===== config.mk =====
export PLATFORM = sky130hd
export DESIGN_NAME = wb_cart_bank
export DESIGN_NICKNAME = d
export VERILOG_FILES = /design/src/rtl/wb_cart_bank.sv
export SDC_FILE = /design/constraint.sdc
export NUM_CORES = 1
export LEC_CHECK = 0
export ABC_AREA = 1
export BUFFER_PORTS_ARGS = -buffer_cell sky130_fd_sc_hd__buf_2
export CAP_MARGIN = 20
export CELL_PAD_IN_SITES_DETAIL_PLACEMENT = 1
export CELL_PAD_IN_SITES_GLOBAL_PLACEMENT = 2
export CORE_MARGIN = 4
export CORE_UTILIZATION = 27
export CTS_CLUSTER_DIAMETER = 30
export DETAILED_ROUTE_END_ITERATION = 6
export PLACE_DENSITY = 0.85
export SLEW_MARGIN = 20
export SYNTH_ARGS = -nofsm -noshare
export SYNTH_HDL_FRONTEND = slang
export SYNTH_SLANG_ARGS = --single-unit

===== constraint.sdc =====
create_clock -name clk_i -period 3.9 [get_ports clk_i]
set_input_delay 0.78 -clock clk_i [delete_from_list [all_inputs] [get_ports clk_i]]
set_output_delay 0.78 -clock clk_i [all_outputs]
set_load 0.005 [all_outputs]

===== src/rtl/wb_cart_bank.sv =====
// Wishbone slave for the F000-FFFF cartridge window: F8/F6 hotspot bank switching in front of a downstream ROM.
// Optional 128-byte Superchip RAM is enabled with the CART_SUPERCHIP_EN macro.
module wb_cart_bank #(
    parameter int NUM_BANKS  = 2,
    parameter int RESET_BANK = NUM_BANKS - 1
) (
    input  logic        clk_i,
    input  logic        rst_i,
    input  logic        stb_i,
    input  logic        we_i,
    input  logic [11:0] adr_i,
    input  logic [7:0]  dat_i,
    output logic        ack_o,
    output logic [7:0]  dat_o,
    output logic        rom_stb_o,
    output logic [13:0] rom_adr_o,
    input  logic        rom_ack_i,
    input  logic [7:0]  rom_dat_i,
    output logic [1:0]  bank_o
);
    typedef enum logic [1:0] {S_IDLE, S_ROM, S_RESP} state_t;

    // Hotspots occupy the NUM_BANKS addresses ending at FF9.
    localparam logic [11:0] HOT_BASE = 12'(12'hFFA - NUM_BANKS);

    state_t      r_state;
    state_t      w_next;
    logic [1:0]  r_bank;
    logic [11:0] r_adr;
    logic [13:0] r_rom_adr;
    logic [7:0]  r_dat;
    logic        w_accept;
    logic        w_local;
    logic        w_local_rd;
    logic [7:0]  w_local_dat;
    logic [11:0] w_hot_off;
    logic        w_hot_hit;

    assign w_accept = (r_state == S_IDLE) && stb_i;

`ifdef CART_SUPERCHIP_EN
    logic [7:0] r_ram [128];
    logic       w_ram_sel;

    assign w_ram_sel   = (adr_i[11:8] == 4'h0);
    assign w_local     = we_i | w_ram_sel;
    assign w_local_rd  = !we_i && w_ram_sel;
    assign w_local_dat = adr_i[7] ? r_ram[adr_i[6:0]] : 8'hFF;

    // RAM contents deliberately survive reset.
    always_ff @(posedge clk_i) begin
        if (rst_i && w_accept && we_i && (adr_i[11:7] == 5'h00)) begin
            r_ram[adr_i[6:0]] <= dat_i;
        end
    end
`else
    logic w_unused_dat;

    assign w_unused_dat = ^dat_i;
    assign w_local      = we_i;
    assign w_local_rd   = 1'b0;
    assign w_local_dat  = 8'h00;
`endif

    assign w_hot_off = r_adr - HOT_BASE;
    assign w_hot_hit = (w_hot_off < 12'(NUM_BANKS));

    always_comb begin
        w_next    = r_state;
        ack_o     = 1'b0;
        rom_stb_o = 1'b0;
        case (r_state)
            S_IDLE: begin
                if (stb_i) begin
                    w_next = w_local ? S_RESP : S_ROM;
                end
            end
            S_ROM: begin
                rom_stb_o = 1'b1;
                if (rom_ack_i) begin
                    w_next = S_RESP;
                end
            end
            S_RESP: begin
                ack_o  = 1'b1;
                w_next = S_IDLE;
            end
            default: w_next = S_IDLE;
        endcase
    end

    always_ff @(posedge clk_i) begin
        if (!rst_i) begin
            r_state   <= S_IDLE;
            r_bank    <= 2'(RESET_BANK);
            r_adr     <= 12'h000;
            r_rom_adr <= 14'h0000;
            r_dat     <= 8'h00;
        end else begin
            r_state <= w_next;
            if (w_accept) begin
                r_adr <= adr_i;
                if (!w_local) begin
                    r_rom_adr <= {r_bank, adr_i};
                end
                if (w_local_rd) begin
                    r_dat <= w_local_dat;
                end
            end
            if ((r_state == S_ROM) && rom_ack_i) begin
                r_dat <= rom_dat_i;
            end
            // Switch late so a hotspot read still returns data from the old bank.
            if ((r_state == S_RESP) && w_hot_hit) begin
                r_bank <= w_hot_off[1:0];
            end
        end
    end

    assign rom_adr_o = r_rom_adr;
    assign dat_o     = r_dat;
    assign bank_o    = r_bank;
endmodule

==> results.md <==
* Worst path bufs/invs at 2
* Pin count of the biggest net entering global routing at 25
* CTS Sinks at 38
* Routed via count at ~1.5k
* Std cell rows at 27
* CTS tree: done
* Antenna diode count at 0
* Slew @ Worst Pin at 0.763 ns
* Initial drt markers at between 70 and 80
* Endpoints failing setup at 0
* Sequential area share after synthesis at about half
* Logic gate share of total power at about an eighth
* Hold Crit Class: register to register
* Syn Nets at 250
* Die span in x at about 84 µm
* Clock Power Share at roughly 34%
* CP Capture Type: primary output
* Crit-path max cell delay at slightly above 0.5 ns
* F_max at 451 MHz
* Tmin final at approximately 2.2 ns
* Max clock buf depth at 2
* Setup WS pre-CTS at approximately 1.3 ns
* Synth area leaders: dfxtp_1 (49%), nand2_1 (12%), a21oi_1 (9.9%)
* Clock transition at the registers of the reported paths at 0.07 ns
* GRT Util Overall at between 10 and 15%
* Power per cell area at 413 nW/µm²
* PortBufs at 50
* Vias in the first global route at roughly 1.6k
* Vias/cell at ~4.6
* Critical Path RT at 3.12 ns
* Peak supply drop at 0.000198 V
* H-tree depth at 2
* #FFs+latches synth at 38
* Top cell type's share of synthesized area at around 49%
* Critical path arrival at 1.44 ns
* Max Clock Skew at about 0.0057 ns
* WL per Instance at between 10 and 15 µm
* Initial antenna violation count at 0
* Die ar. at about 7000 µm²
* Slew headroom at approximately half
* Hold WS at 0.462 ns
* Max-cap violations at 0
* Routed Antenna Nets at 0
* Setup Crit Path Kind: register to primary output
* Share of cells above drive strength 1 at between 20% and 30%
* Hold Buf Count CTS at 0
* Sequential power share at 53.1%
* Syn. warnings at 0
* Setup bufs post-CTS at 0
* Core ar. at about 5600 µm²
* P_leak at 0.000863 µW
* First-pass GRT wire length at between 7000 and 8000 µm
* Worst setup margin at 1.68 ns
* Clk Latency, worst-skew pair at 0.28 ns
* Root buf cell: clkbuf_8
* Final Hold Viols at 0
* Status: finished, final reports clean
* Mapped Cells at between 200 and 250
* Detailed-route wire length at 4170 µm
* Crit share post-route at 56.8%
* Area Growth Syn to Fin at 23.2%
* Die Height at 84.2 µm
* Initial Utilization at between 20 and 30%
* Power Internal at approximately 590 µW
* Final GP Congestion at 0.737
* Slowest CP cell: nor2_1
* Ports at approximately 60
* Residual DRC at 0
* DP HPWL at 3220 µm
* P_sw at 208 µW
* GR Overflow Total at 0
* Fill cells at ~720
* Total CTS buffers at 5
* Syn Std Cell Area at about 1600 µm²
* Drt first pass iters at 4
* Distinct cell type count after synthesis at 16
* CP top delay family: simple AND/OR/NAND/NOR gates
* RSZ-0062 raised after global routing: false
* # resized after CTS at 0
* Startpoint Class: register
* Post-synth top area cell: dfxtp_1
* Worst-path fanout max at 11
* Switching Fraction at 26.0%
* Max-slew violation count at 0
* Nets at just under 300
* CP Cell Sequence: inv_1, nor2_1, buf_2
* Final setup TNS at 0 ns
* Fin util at between 30% and 40%
* Synthesized area per cell at between 7 and 8 µm²
-- flip-flops by register name (all words and copies together) (netlist names) --
| signal | cells |
|---|---|
| r_state | 2 |
| dat_o | 8 |
| bank_o | 2 |
| rom_adr_o | 14 |
| r_adr | 12 |
-- cells in the final DEF, fill, tap and decap left out, types with 2 or more instances in the layout --
master and instances:
a21oi_1 31, buf_2 50, o21ai_0 15, inv_1 14
nand3_1 29, clkbuf_8 6, inv_2 2, nand2_1 50
nor2_2 2, nor2_1 22, dfxtp_1 38
-- Yosys cell counts, drive strengths merged --
| cell type | count |
|---|---|
| nand3 | 29 |
| nand2 | 50 |
| buf | 8 |
| o21ai | 15 |
| ha | 1 |
| clkbuf | 3 |
| nor2 | 24 |
| a2111oi | 1 |
| dfxtp | 38 |
| a21oi | 31 |
| inv | 16 |
-- power by group through the flow --
stage	logic, µW	registers (µW)	clock network, µW
floorplan	70.8	431	0
global placement	104	432	0
detailed placement	106	433	0
CTS	106	424	285
global route	122	427	309
finish	103	424	271
-- cell type report --
| class | count | area, µm² | share of cell area, % |
|---|---|---|---|
| Timing Repair Buffer | 50 | 250 | 13.0 |
| Inverter | 16 | 60.1 | 3.11 |
| Sequential cell | 38 | 761 | 39.4 |
| Clock buffer | 7 | 86.3 | 4.47 |
| Clock inverter | 1 | 5.00 | 0.259 |
| Tap cell | 72 | 90.1 | 4.66 |
| Multi-Input combinational cell | 151 | 679 | 35.2 |
-- routing by layer --
layer | track usage [%] | routed length [µm] | vias up
li1 | - | - | 801
met1 | 14.6 | 1850 | 701
met2 | 21.4 | 2060 | 28
met3 | 4.91 | 243 | 2
met4 | 2.63 | 19 | 0
met5 | 0 | 0 | -
-- logic make-up (layout without fill, tap and decap cells) --
family,count (synthesis),count (layout),share of synthesized area [%]
DFF,38,38,48.5
and+or+nand+nor,103,103,27.3
buffers and inverters,27,74,8.14
adders and majority gates,1,1,0.798
AOI/OAI and AO/OA,47,47,15.2
-- final timing paths --
kind                                               from                   endpoint  slack (ns)  cells after the start
worst min-delay path              dat_o[6]$_SDFFE_PN0P_      dat_o[6]$_SDFFE_PN0P_        0.46                      2
worst max register to register  r_state[1]$_SDFFE_PN0P_  rom_adr_o[2]$_SDFFE_PN0P_        1.83                      6
worst min register to register    dat_o[6]$_SDFFE_PN0P_      dat_o[6]$_SDFFE_PN0P_        0.46                      2
worst max-delay path            r_state[0]$_SDFFE_PN0P_                  rom_stb_o        1.68                      3
-- through the flow --
step	power, µW	instances	cell area, µm²
final	798	335	1930
after global routing	858	335	1930
after CTS	815	335	1930
after detailed placement	539	327	1840
after global placement	536	327	1840
after floorplan	502	216	1570
-- worst min-delay path: cells and delay by family (launching register included) --
| kind | cells | cell delay, ns |
|---|---|---|
| DFF | 1 | 0.31 |
| and+or+nand+nor | 1 | 0.06 |
| AOI/OAI and AO/OA | 1 | 0.05 |
Power figures use the tool's default switching activity.
